### config.mk
export PLATFORM = sky130hd
export DESIGN_NAME = ps2_keydecode
export DESIGN_NICKNAME = d
export VERILOG_FILES = /design/src/rtl/ps2_keydecode.sv
export SDC_FILE = /design/constraint.sdc
export NUM_CORES = 1
export LEC_CHECK = 0
export BUFFER_PORTS_ARGS = -buffer_cell sky130_fd_sc_hd__buf_2
export CELL_PAD_IN_SITES_DETAIL_PLACEMENT = 1
export CELL_PAD_IN_SITES_GLOBAL_PLACEMENT = 1
export CORE_MARGIN = 5
export CORE_UTILIZATION = 51
export CTS_BUF_LIST = sky130_fd_sc_hd__clkbuf_8
export CTS_CLUSTER_SIZE = 20
export DETAILED_ROUTE_END_ITERATION = 16
export GPL_ROUTABILITY_DRIVEN = 0
export PLACE_DENSITY = 0.88
export SYNTH_ARGS = -nofsm -noshare
export SYNTH_HDL_FRONTEND = slang
export SYNTH_SLANG_ARGS = --single-unit
### constraint.sdc
create_clock -name i_clk48 -period 4.7 [get_ports i_clk48]
set_input_delay 0.94 -clock i_clk48 [delete_from_list [all_inputs] [get_ports i_clk48]]
set_output_delay 0.94 -clock i_clk48 [all_outputs]
set_load 0.05 [all_outputs]
### src/rtl/ps2_keydecode.sv
// ---------------------------------------------------------------------------
// ps2_keydecode
//   Converts PS/2 set-2 scancode bytes into ASCII bytes. Tracks the E0
//   (extended) and F0 (break) prefixes, the shift/ctrl/caps-lock modifiers,
//   and queues translated bytes in a small output FIFO.
//
// Optional build macro: KEYDEC_EXTENDED_EN
//   When defined, extended makes for the cursor/home/end keys produce codes
//   80..85. When undefined, every extended make other than ctrl is dropped.
//
// Ports:
//   i_clk48       system clock, rising edge
//   i_rst_n       asynchronous active-low reset
//   i_sym_data    scancode byte from the PS/2 receiver
//   i_sym_valid   i_sym_data is valid
//   o_sym_ready   decoder accepts a byte this cycle (FIFO not full)
//   o_key_data    ASCII byte at the FIFO head
//   o_key_valid   o_key_data is valid
//   i_key_ready   consumer takes o_key_data this cycle
//   o_caps_state  current caps-lock toggle
// ---------------------------------------------------------------------------
module ps2_keydecode #(
  parameter int FIFO_DEPTH = 8,
  parameter int FIFO_AW    = 3
) (
  input  logic       i_clk48,
  input  logic       i_rst_n,
  input  logic [7:0] i_sym_data,
  input  logic       i_sym_valid,
  output logic       o_sym_ready,
  output logic [7:0] o_key_data,
  output logic       o_key_valid,
  input  logic       i_key_ready,
  output logic       o_caps_state
);

  typedef enum logic [1:0] {ST_IDLE, ST_EXT, ST_BRK, ST_EXT_BRK} state_t;

  localparam logic [FIFO_AW:0] LP_FULL = FIFO_DEPTH[FIFO_AW:0];

  state_t             r_state, w_state_next;
  logic               r_sym_ready;
  logic               r_lshift, r_rshift, r_ctrl, r_caps;
  logic [7:0]         r_mem [FIFO_DEPTH];
  logic [FIFO_AW-1:0] r_wr_ptr, r_rd_ptr;
  logic [FIFO_AW:0]   r_count, w_count_next;

  logic       w_accept, w_final, w_ext, w_brk, w_push, w_pop;
  logic       w_upper, w_shift, w_is_letter;
  logic [4:0] w_letter_idx;
  logic       w_xlat_valid;
  logic [7:0] w_xlat_data;

  assign w_accept = i_sym_valid && r_sym_ready;
  assign w_pop    = (r_count != '0) && i_key_ready;
  assign w_push   = w_final && !w_brk && w_xlat_valid;

  // State register
  always_ff @(posedge i_clk48 or negedge i_rst_n) begin
    if (!i_rst_n) r_state <= ST_IDLE;
    else          r_state <= w_state_next;
  end

  // Next-state logic: prefixes only advance from IDLE/EXT; anything else ends the sequence
  always_comb begin
    w_state_next = r_state;
    if (w_accept) begin
      case (r_state)
        ST_IDLE: begin
          if (i_sym_data == 8'hE0)      w_state_next = ST_EXT;
          else if (i_sym_data == 8'hF0) w_state_next = ST_BRK;
          else                          w_state_next = ST_IDLE;
        end
        ST_EXT:  w_state_next = (i_sym_data == 8'hF0) ? ST_EXT_BRK : ST_IDLE;
        default: w_state_next = ST_IDLE;
      endcase
    end
  end

  // Output logic: flags the accepted byte as the final code byte of a sequence
  always_comb begin
    w_final = 1'b0;
    w_ext   = (r_state == ST_EXT) || (r_state == ST_EXT_BRK);
    w_brk   = (r_state == ST_BRK) || (r_state == ST_EXT_BRK);
    if (w_accept) begin
      case (r_state)
        ST_IDLE: w_final = (i_sym_data != 8'hE0) && (i_sym_data != 8'hF0);
        ST_EXT:  w_final = (i_sym_data != 8'hF0);
        default: w_final = 1'b1;
      endcase
    end
  end

  assign w_shift = r_lshift | r_rshift;
  assign w_upper = w_shift ^ r_caps;

  // Scancode to ASCII; letters go through an index so case and ctrl are computed once
  always_comb begin
    w_xlat_valid = 1'b0;
    w_xlat_data  = 8'h00;
    w_is_letter  = 1'b0;
    w_letter_idx = 5'd0;
    if (!w_ext) begin
      w_xlat_valid = 1'b1;
      case (i_sym_data)
        8'h1C: begin w_is_letter = 1'b1; w_letter_idx = 5'd0;  end
        8'h32: begin w_is_letter = 1'b1; w_letter_idx = 5'd1;  end
        8'h21: begin w_is_letter = 1'b1; w_letter_idx = 5'd2;  end
        8'h23: begin w_is_letter = 1'b1; w_letter_idx = 5'd3;  end
        8'h24: begin w_is_letter = 1'b1; w_letter_idx = 5'd4;  end
        8'h2B: begin w_is_letter = 1'b1; w_letter_idx = 5'd5;  end
        8'h34: begin w_is_letter = 1'b1; w_letter_idx = 5'd6;  end
        8'h33: begin w_is_letter = 1'b1; w_letter_idx = 5'd7;  end
        8'h43: begin w_is_letter = 1'b1; w_letter_idx = 5'd8;  end
        8'h3B: begin w_is_letter = 1'b1; w_letter_idx = 5'd9;  end
        8'h42: begin w_is_letter = 1'b1; w_letter_idx = 5'd10; end
        8'h4B: begin w_is_letter = 1'b1; w_letter_idx = 5'd11; end
        8'h3A: begin w_is_letter = 1'b1; w_letter_idx = 5'd12; end
        8'h31: begin w_is_letter = 1'b1; w_letter_idx = 5'd13; end
        8'h44: begin w_is_letter = 1'b1; w_letter_idx = 5'd14; end
        8'h4D: begin w_is_letter = 1'b1; w_letter_idx = 5'd15; end
        8'h15: begin w_is_letter = 1'b1; w_letter_idx = 5'd16; end
        8'h2D: begin w_is_letter = 1'b1; w_letter_idx = 5'd17; end
        8'h1B: begin w_is_letter = 1'b1; w_letter_idx = 5'd18; end
        8'h2C: begin w_is_letter = 1'b1; w_letter_idx = 5'd19; end
        8'h3C: begin w_is_letter = 1'b1; w_letter_idx = 5'd20; end
        8'h2A: begin w_is_letter = 1'b1; w_letter_idx = 5'd21; end
        8'h1D: begin w_is_letter = 1'b1; w_letter_idx = 5'd22; end
        8'h22: begin w_is_letter = 1'b1; w_letter_idx = 5'd23; end
        8'h35: begin w_is_letter = 1'b1; w_letter_idx = 5'd24; end
        8'h1A: begin w_is_letter = 1'b1; w_letter_idx = 5'd25; end
        8'h45: w_xlat_data = w_shift ? 8'h29 : 8'h30;
        8'h16: w_xlat_data = w_shift ? 8'h21 : 8'h31;
        8'h1E: w_xlat_data = w_shift ? 8'h40 : 8'h32;
        8'h26: w_xlat_data = w_shift ? 8'h23 : 8'h33;
        8'h25: w_xlat_data = w_shift ? 8'h24 : 8'h34;
        8'h2E: w_xlat_data = w_shift ? 8'h25 : 8'h35;
        8'h36: w_xlat_data = w_shift ? 8'h5E : 8'h36;
        8'h3D: w_xlat_data = w_shift ? 8'h26 : 8'h37;
        8'h3E: w_xlat_data = w_shift ? 8'h2A : 8'h38;
        8'h46: w_xlat_data = w_shift ? 8'h28 : 8'h39;
        8'h4E: w_xlat_data = w_shift ? 8'h5F : 8'h2D;
        8'h55: w_xlat_data = w_shift ? 8'h2B : 8'h3D;
        8'h29: w_xlat_data = 8'h20;
        8'h5A: w_xlat_data = 8'h0D;
        8'h66: w_xlat_data = 8'h08;
        8'h0D: w_xlat_data = 8'h09;
        8'h76: w_xlat_data = 8'h1B;
        default: w_xlat_valid = 1'b0;
      endcase
      // Ctrl maps a letter to its control code: uppercase & 0x1F == index + 1
      if (w_is_letter) begin
        if (r_ctrl)       w_xlat_data = {3'b000, w_letter_idx} + 8'd1;
        else if (w_upper) w_xlat_data = 8'h41 + {3'b000, w_letter_idx};
        else              w_xlat_data = 8'h61 + {3'b000, w_letter_idx};
      end
    end else begin
`ifdef KEYDEC_EXTENDED_EN
      w_xlat_valid = 1'b1;
      case (i_sym_data)
        8'h75:   w_xlat_data = 8'h80;
        8'h72:   w_xlat_data = 8'h81;
        8'h6B:   w_xlat_data = 8'h82;
        8'h74:   w_xlat_data = 8'h83;
        8'h6C:   w_xlat_data = 8'h84;
        8'h69:   w_xlat_data = 8'h85;
        default: w_xlat_valid = 1'b0;
      endcase
`else
      w_xlat_valid = 1'b0;
`endif
    end
  end

  // Modifier tracking; modifier codes have no translation so they never push
  always_ff @(posedge i_clk48 or negedge i_rst_n) begin
    if (!i_rst_n) begin
      r_lshift <= 1'b0;
      r_rshift <= 1'b0;
      r_ctrl   <= 1'b0;
      r_caps   <= 1'b0;
    end else if (w_final) begin
      if (!w_ext && i_sym_data == 8'h12) r_lshift <= !w_brk;
      if (!w_ext && i_sym_data == 8'h59) r_rshift <= !w_brk;
      if (i_sym_data == 8'h14)           r_ctrl   <= !w_brk;
      if (!w_ext && !w_brk && i_sym_data == 8'h58) r_caps <= !r_caps;
    end
  end

  always_comb begin
    case ({w_push, w_pop})
      2'b10:   w_count_next = r_count + 1'b1;
      2'b01:   w_count_next = r_count - 1'b1;
      default: w_count_next = r_count;
    endcase
  end

  // Output FIFO; ready is registered from the updated count so it tracks "not full"
  always_ff @(posedge i_clk48 or negedge i_rst_n) begin
    if (!i_rst_n) begin
      r_wr_ptr    <= '0;
      r_rd_ptr    <= '0;
      r_count     <= '0;
      r_sym_ready <= 1'b0;
      for (int i = 0; i < FIFO_DEPTH; i++) r_mem[i] <= 8'h00;
    end else begin
      if (w_push) begin
        r_mem[r_wr_ptr] <= w_xlat_data;
        r_wr_ptr        <= r_wr_ptr + 1'b1;
      end
      if (w_pop) r_rd_ptr <= r_rd_ptr + 1'b1;
      r_count     <= w_count_next;
      r_sym_ready <= (w_count_next != LP_FULL);
    end
  end

  assign o_sym_ready  = r_sym_ready;
  assign o_key_valid  = (r_count != '0);
  assign o_key_data   = r_mem[r_rd_ptr];
  assign o_caps_state = r_caps;

endmodule

==> metrics.txt <==
# TYPE chip_impl_metric gauge
chip_impl_info{name="run_status",value="complete, no violations"} 1
chip_impl_info{name="critPathLaunch",value="i_sym_data[4]"} 1
chip_impl_metric{name="setup_total_negative_slack",unit="ps"} 0
chip_impl_metric{name="internal_power",unit="mW"} 1.55
chip_impl_metric{name="power.share.sequential",unit="%"} 41.9
chip_impl_metric{name="clk_transition_reported_paths",unit="ps"} 80
chip_impl_info{name="hp-class",value="reg2reg"} 1
chip_impl_metric{name="layout_min_cycle_time",unit="ps"} 4470
chip_impl_metric{name="die_width",unit="um"} 108
chip_impl_metric{name="setup_viol",unit=""} 0
chip_impl_info{name="root_buffer",value="sky130_fd_sc_hd__clkbuf_8"} 1
chip_impl_metric{name="io_buffer_count",unit=""} 22
chip_impl_metric{name="worstMarginPinSlew",unit="ps"} 1000
chip_impl_metric{name="drt-pass1-iter-count",unit=""} 5
chip_impl_metric{name="core-area",unit="um^2"} 9330
chip_impl_metric{name="die-height",unit="um"} 108
chip_impl_metric{name="critPathArrivalTime",unit="ps"} 4700
chip_impl_metric{name="grt_start_max_net_pins",unit=""} 82
chip_impl_metric{name="ioPinCount",unit=""} 23
chip_impl_metric{name="global_route.overflow_total",unit=""} 0
chip_impl_metric{name="drt_iter0_drc",unit=""} 444
chip_impl_metric{name="fp.dieArea",unit="um^2"} 11700
chip_impl_metric{name="timing.clock.skew",unit="ps"} 7.59
chip_impl_metric{name="slew_viol_final",unit=""} 0
chip_impl_metric{name="power.static_leakage",unit="nW"} 2.46
chip_impl_metric{name="track_usage",unit="%"} 28.4
chip_impl_info{name="rsz_0062_raised_after_global_routing",value="no"} 1
chip_impl_metric{name="critical_path.max_fanout",unit=""} 16
chip_impl_metric{name="synthArstFlopShare",unit="%"} 100
chip_impl_metric{name="ir_drop",unit="uV"} 202
chip_impl_info{name="yosys_most_used_dff",value="sky130_fd_sc_hd__dfrtp_1"} 1
chip_impl_metric{name="number_of_flops_mapped_to_enable_cells_by_yosys",unit=""} 0
chip_impl_metric{name="postSynthCellCount",unit=""} 467
chip_impl_metric{name="synth.yosys.seq_area_share",unit="%"} 41.1
chip_impl_metric{name="critPathRequiredTime",unit="ps"} 4930
chip_impl_metric{name="cts.path.max_buffers",unit=""} 2
chip_impl_metric{name="p_clk_share",unit="%"} 20.6
chip_impl_info{name="critical_path.reg2reg.startpoint",value="r_state[1]"} 1
chip_impl_metric{name="critical-path-max-stage-delay",unit="ps"} 780
chip_impl_metric{name="min_delay_path_depth",unit=""} 1
chip_impl_metric{name="finalNetCount",unit=""} 527
chip_impl_info{name="slowest_stage",value="sky130_fd_sc_hd__or4b_2"} 1
chip_impl_metric{name="cts.htree.levels",unit=""} 3
chip_impl_metric{name="synth.distinct_cells",unit=""} 68
chip_impl_info{name="startpoint_class_of_the_critical_path",value="input port"} 1
chip_impl_metric{name="post_synth_instance_area",unit="um^2"} 4930
chip_impl_metric{name="syn_nets",unit=""} 485
chip_impl_metric{name="antenna_found_initial",unit=""} 0
chip_impl_metric{name="share_of_power_burned_in_combinational_logic",unit="%"} 37.5
chip_impl_metric{name="critical_path_depth",unit=""} 16
chip_impl_metric{name="power_density",unit="nW/um^2"} 459
chip_impl_info{name="worstSetupPathType",value="in2reg"} 1
chip_impl_metric{name="routed_wire_length_per_instance",unit="um"} 24.3
chip_impl_metric{name="cp_num_buf_inv",unit=""} 2
chip_impl_metric{name="fmax",unit="MHz"} 224
chip_impl_metric{name="placed_cell_area",unit="um^2"} 5390
chip_impl_info{name="min_from",value="r_count[3]"} 1
chip_impl_metric{name="first_global_vias",unit=""} 4705
chip_impl_metric{name="first_pass_grt_wire_length",unit="mm"} 25.4
chip_impl_metric{name="viasPerCell",unit=""} 6.58
chip_impl_metric{name="remaining_drc_errors",unit=""} 0
chip_impl_metric{name="ys.warnings.count",unit=""} 0
chip_impl_metric{name="floorplan.rows",unit=""} 35
chip_impl_metric{name="cts_buffers",unit=""} 9
chip_impl_metric{name="maxCapViolations",unit=""} 0
chip_impl_metric{name="antennaDiodeCount",unit=""} 0
chip_impl_info{name="worstSetupEndpointType",value="flip-flop"} 1
chip_impl_metric{name="ys_ff_latch",unit=""} 81
chip_impl_metric{name="start_util",unit="%"} 52.8
chip_impl_info{name="cts_tree",value="built"} 1
chip_impl_metric{name="dp_hpwl",unit="mm"} 10.8
chip_impl_info{name="largest_delay_share_family_worst_path",value="simple AND/OR/NAND/NOR gates"} 1
chip_impl_metric{name="timing.reg2reg.worst_path_depth",unit=""} 14
chip_impl_metric{name="final_antenna_net_count",unit=""} 0
chip_impl_metric{name="totalWireLength",unit="mm"} 15.6
chip_impl_metric{name="final_hold_viol_count",unit=""} 0
chip_impl_metric{name="clock_latency_late_sink",unit="ps"} 360
chip_impl_metric{name="final_area",unit="um^2"} 5600
chip_impl_metric{name="post_synth.cell_area_avg",unit="um^2"} 10.5
chip_impl_metric{name="final_layout_size_suffix_gt1_share",unit="%"} 31.4
chip_impl_metric{name="netSwitchingPower",unit="mW"} 1.02
chip_impl_metric{name="vias",unit=""} 4227
chip_impl_metric{name="final_min_period_over_clock_period",unit="%"} 95.1
chip_impl_metric{name="syn2layout_area_growth",unit="%"} 13.7
chip_impl_metric{name="tritoncts_num_sinks",unit=""} 81
chip_impl_metric{name="timing.max_slew.rel_slack",unit="%"} 33.3
chip_impl_metric{name="netSwitchingFraction",unit="%"} 39.6
chip_impl_info{name="worstPathCellList",value="buf_2, or4b_2, a21oi_1, a211oi_1, nor4b_2, nand3_1, and2_1, inv_1, ha_1, xor2_1, ha_1, a21oi_1, xnor2_1, nand2b_1, xnor2_1, or4b_2"} 1
final cells by class:
type | count | area [um^2]
fillers | 1026 | 3730
multi-input cells | 336 | 2720
flip-flops and latches | 81 | 2030
repair buffers | 63 | 420
well taps | 129 | 161
clock buffers | 11 | 151
inverters | 18 | 67.6
clock inverters | 4 | 51.3
power by group through the flow:
| stage | combinational, mW | sequential (mW) | clock, mW |
|---|---|---|---|
| final | 0.965 | 1.08 | 0.529 |
| after global routing | 1.04 | 1.09 | 0.570 |
| after CTS | 0.968 | 1.07 | 0.539 |
| after detailed placement | 0.940 | 1.08 | 0 |
| after global placement | 0.883 | 1.05 | 0 |
| after floorplan | 0.752 | 0.975 | 0 |
kinds of logic (layout without fill, tap and decap cells):
| logic type | Yosys count | in the layout | share of synthesized area, % |
|---|---|---|---|
| fa+ha+maj | 6 | 6 | 1.52 |
| compound gates | 96 | 96 | 14.6 |
| flops | 81 | 81 | 41.1 |
| simple gates | 162 | 162 | 19.2 |
| buf+inv | 50 | 96 | 4.06 |
| mux | 60 | 60 | 17.3 |
| xor+xnor | 12 | 12 | 2.13 |
registers in the layout, summed over array words and instances (netlist names):
name,flops
r_rd_ptr,3
r_wr_ptr,3
r_mem,64
o_caps_state,1
r_rshift,1
r_lshift,1
r_state,2
o_sym_ready,1
r_count,4
r_ctrl,1
synth_stat cells, drive strengths merged (4+ instances only):
cell type / n / share of area [%]
a21oi: 23 / 2.4
a31oi: 11 / 2.2
a32oi: 4 / 0.71
and2: 6 / 0.76
buf: 14 / 1.3
clkbuf: 18 / 1.4
dfrtp: 81 / 41
ha: 6 / 1.5
inv: 17 / 1.3
mux2: 42 / 9.6
mux4: 16 / 7.3
nand2: 27 / 2.1
nand2b: 9 / 1.1
nand3: 10 / 1.0
nand4: 7 / 0.89
nor2: 30 / 2.3
nor2b: 17 / 2.2
nor3: 13 / 1.4
nor3b: 4 / 0.61
nor4: 4 / 0.81
nor4b: 5 / 1.0
o21ai: 12 / 1.2
o22ai: 8 / 1.0
o31ai: 4 / 0.61
or3: 8 / 1.0
or4: 5 / 0.76
or4b: 4 / 0.81
xnor2: 7 / 1.2
xor2: 5 / 0.89
worst register-to-register path: stages (launching register included):
cell and delay [ps]:
sky130_fd_sc_hd__dfrtp_1 530, sky130_fd_sc_hd__nor3_1 160, sky130_fd_sc_hd__a311oi_2 310, sky130_fd_sc_hd__inv_1 90, sky130_fd_sc_hd__nor2_1 180, sky130_fd_sc_hd__and2_1 230, sky130_fd_sc_hd__inv_1 90, sky130_fd_sc_hd__ha_1 280
sky130_fd_sc_hd__xor2_1 180, sky130_fd_sc_hd__ha_1 190, sky130_fd_sc_hd__a21oi_1 150, sky130_fd_sc_hd__xnor2_1 160, sky130_fd_sc_hd__nand2b_1 100, sky130_fd_sc_hd__xnor2_1 140, sky130_fd_sc_hd__or4b_2 600
final timing paths:
check,endpoint,slack [ps]
setup / recovery,o_sym_ready,230
hold / removal,r_count[3],500
setup reg to reg,o_sym_ready,1180
hold reg to reg,r_count[3],500
max in group asynchronous,r_mem[33],3310
min in group asynchronous,r_mem[39],740
per-layer routing:
layer	vias up	global-route usage (%)	part of all wire, %	wire (um)
met5	-	0	0	0
li1	1842	-	-	-
met2	180	48.6	51	7900
met1	2151	34.1	39	6100
met3	54	5.37	5.8	899
met4	0	14.3	4.7	731
metrics by stage:
step	worst slack (ps)	hold slack [ps]	total power [mW]	cells	util, %
final	228	503	2.57	642	60.0
after global routing	13.3	535	2.70	642	60.0
after CTS	256	512	2.58	642	59.9
after detailed placement	-13.1	486	2.02	627	57.7
after global placement	84.2	475	1.93	627	57.7
after floorplan	9.52	444	1.73	467	-
layout by cell type, fill, tap and decap left out, types with 3 or more instances in the layout:
| cell type | count |
|---|---|
| sky130_fd_sc_hd__ha_1 | 6 |
| sky130_fd_sc_hd__nor4bb_1 | 3 |
| sky130_fd_sc_hd__inv_1 | 17 |
| sky130_fd_sc_hd__nand2_1 | 27 |
| sky130_fd_sc_hd__or3_1 | 8 |
| sky130_fd_sc_hd__or4b_2 | 4 |
| sky130_fd_sc_hd__o21ai_0 | 12 |
| sky130_fd_sc_hd__nand2b_1 | 9 |
| sky130_fd_sc_hd__or4_1 | 5 |
| sky130_fd_sc_hd__nor2_1 | 30 |
| sky130_fd_sc_hd__a311oi_2 | 3 |
| sky130_fd_sc_hd__mux2_2 | 42 |
| sky130_fd_sc_hd__o22ai_1 | 8 |
| sky130_fd_sc_hd__buf_4 | 42 |
| sky130_fd_sc_hd__nor2b_1 | 17 |
| sky130_fd_sc_hd__nor3b_1 | 4 |
| sky130_fd_sc_hd__o31ai_1 | 4 |
| sky130_fd_sc_hd__xor2_1 | 5 |
| sky130_fd_sc_hd__a21oi_1 | 22 |
| sky130_fd_sc_hd__clkbuf_8 | 11 |
| sky130_fd_sc_hd__o31a_1 | 3 |
| sky130_fd_sc_hd__dfrtp_1 | 81 |
| sky130_fd_sc_hd__mux4_2 | 16 |
| sky130_fd_sc_hd__and2_1 | 5 |
| sky130_fd_sc_hd__a31oi_1 | 5 |
| sky130_fd_sc_hd__a211oi_1 | 3 |
| sky130_fd_sc_hd__a31oi_2 | 6 |
| sky130_fd_sc_hd__nand3_1 | 10 |
| sky130_fd_sc_hd__nor3_2 | 3 |
| sky130_fd_sc_hd__xnor2_1 | 7 |
| sky130_fd_sc_hd__nor4b_1 | 3 |
| sky130_fd_sc_hd__buf_2 | 21 |
| sky130_fd_sc_hd__o211ai_1 | 3 |
| sky130_fd_sc_hd__nor4_1 | 3 |
| sky130_fd_sc_hd__nor3_1 | 10 |
| sky130_fd_sc_hd__nand4_1 | 7 |
| sky130_fd_sc_hd__a32oi_1 | 4 |
timing repair:
| item | in CTS | in global routing |
|---|---|---|
| hold buffers | 0 | 0 |
| gates resized for setup | 0 | 2 |
| buffers inserted | 0 | 0 |
| hold endpoints to repair | 0 | 0 |
| endpoints found under the setup margin | 0 | 1 |
Note: power is estimated with default switching activity, not from simulation.
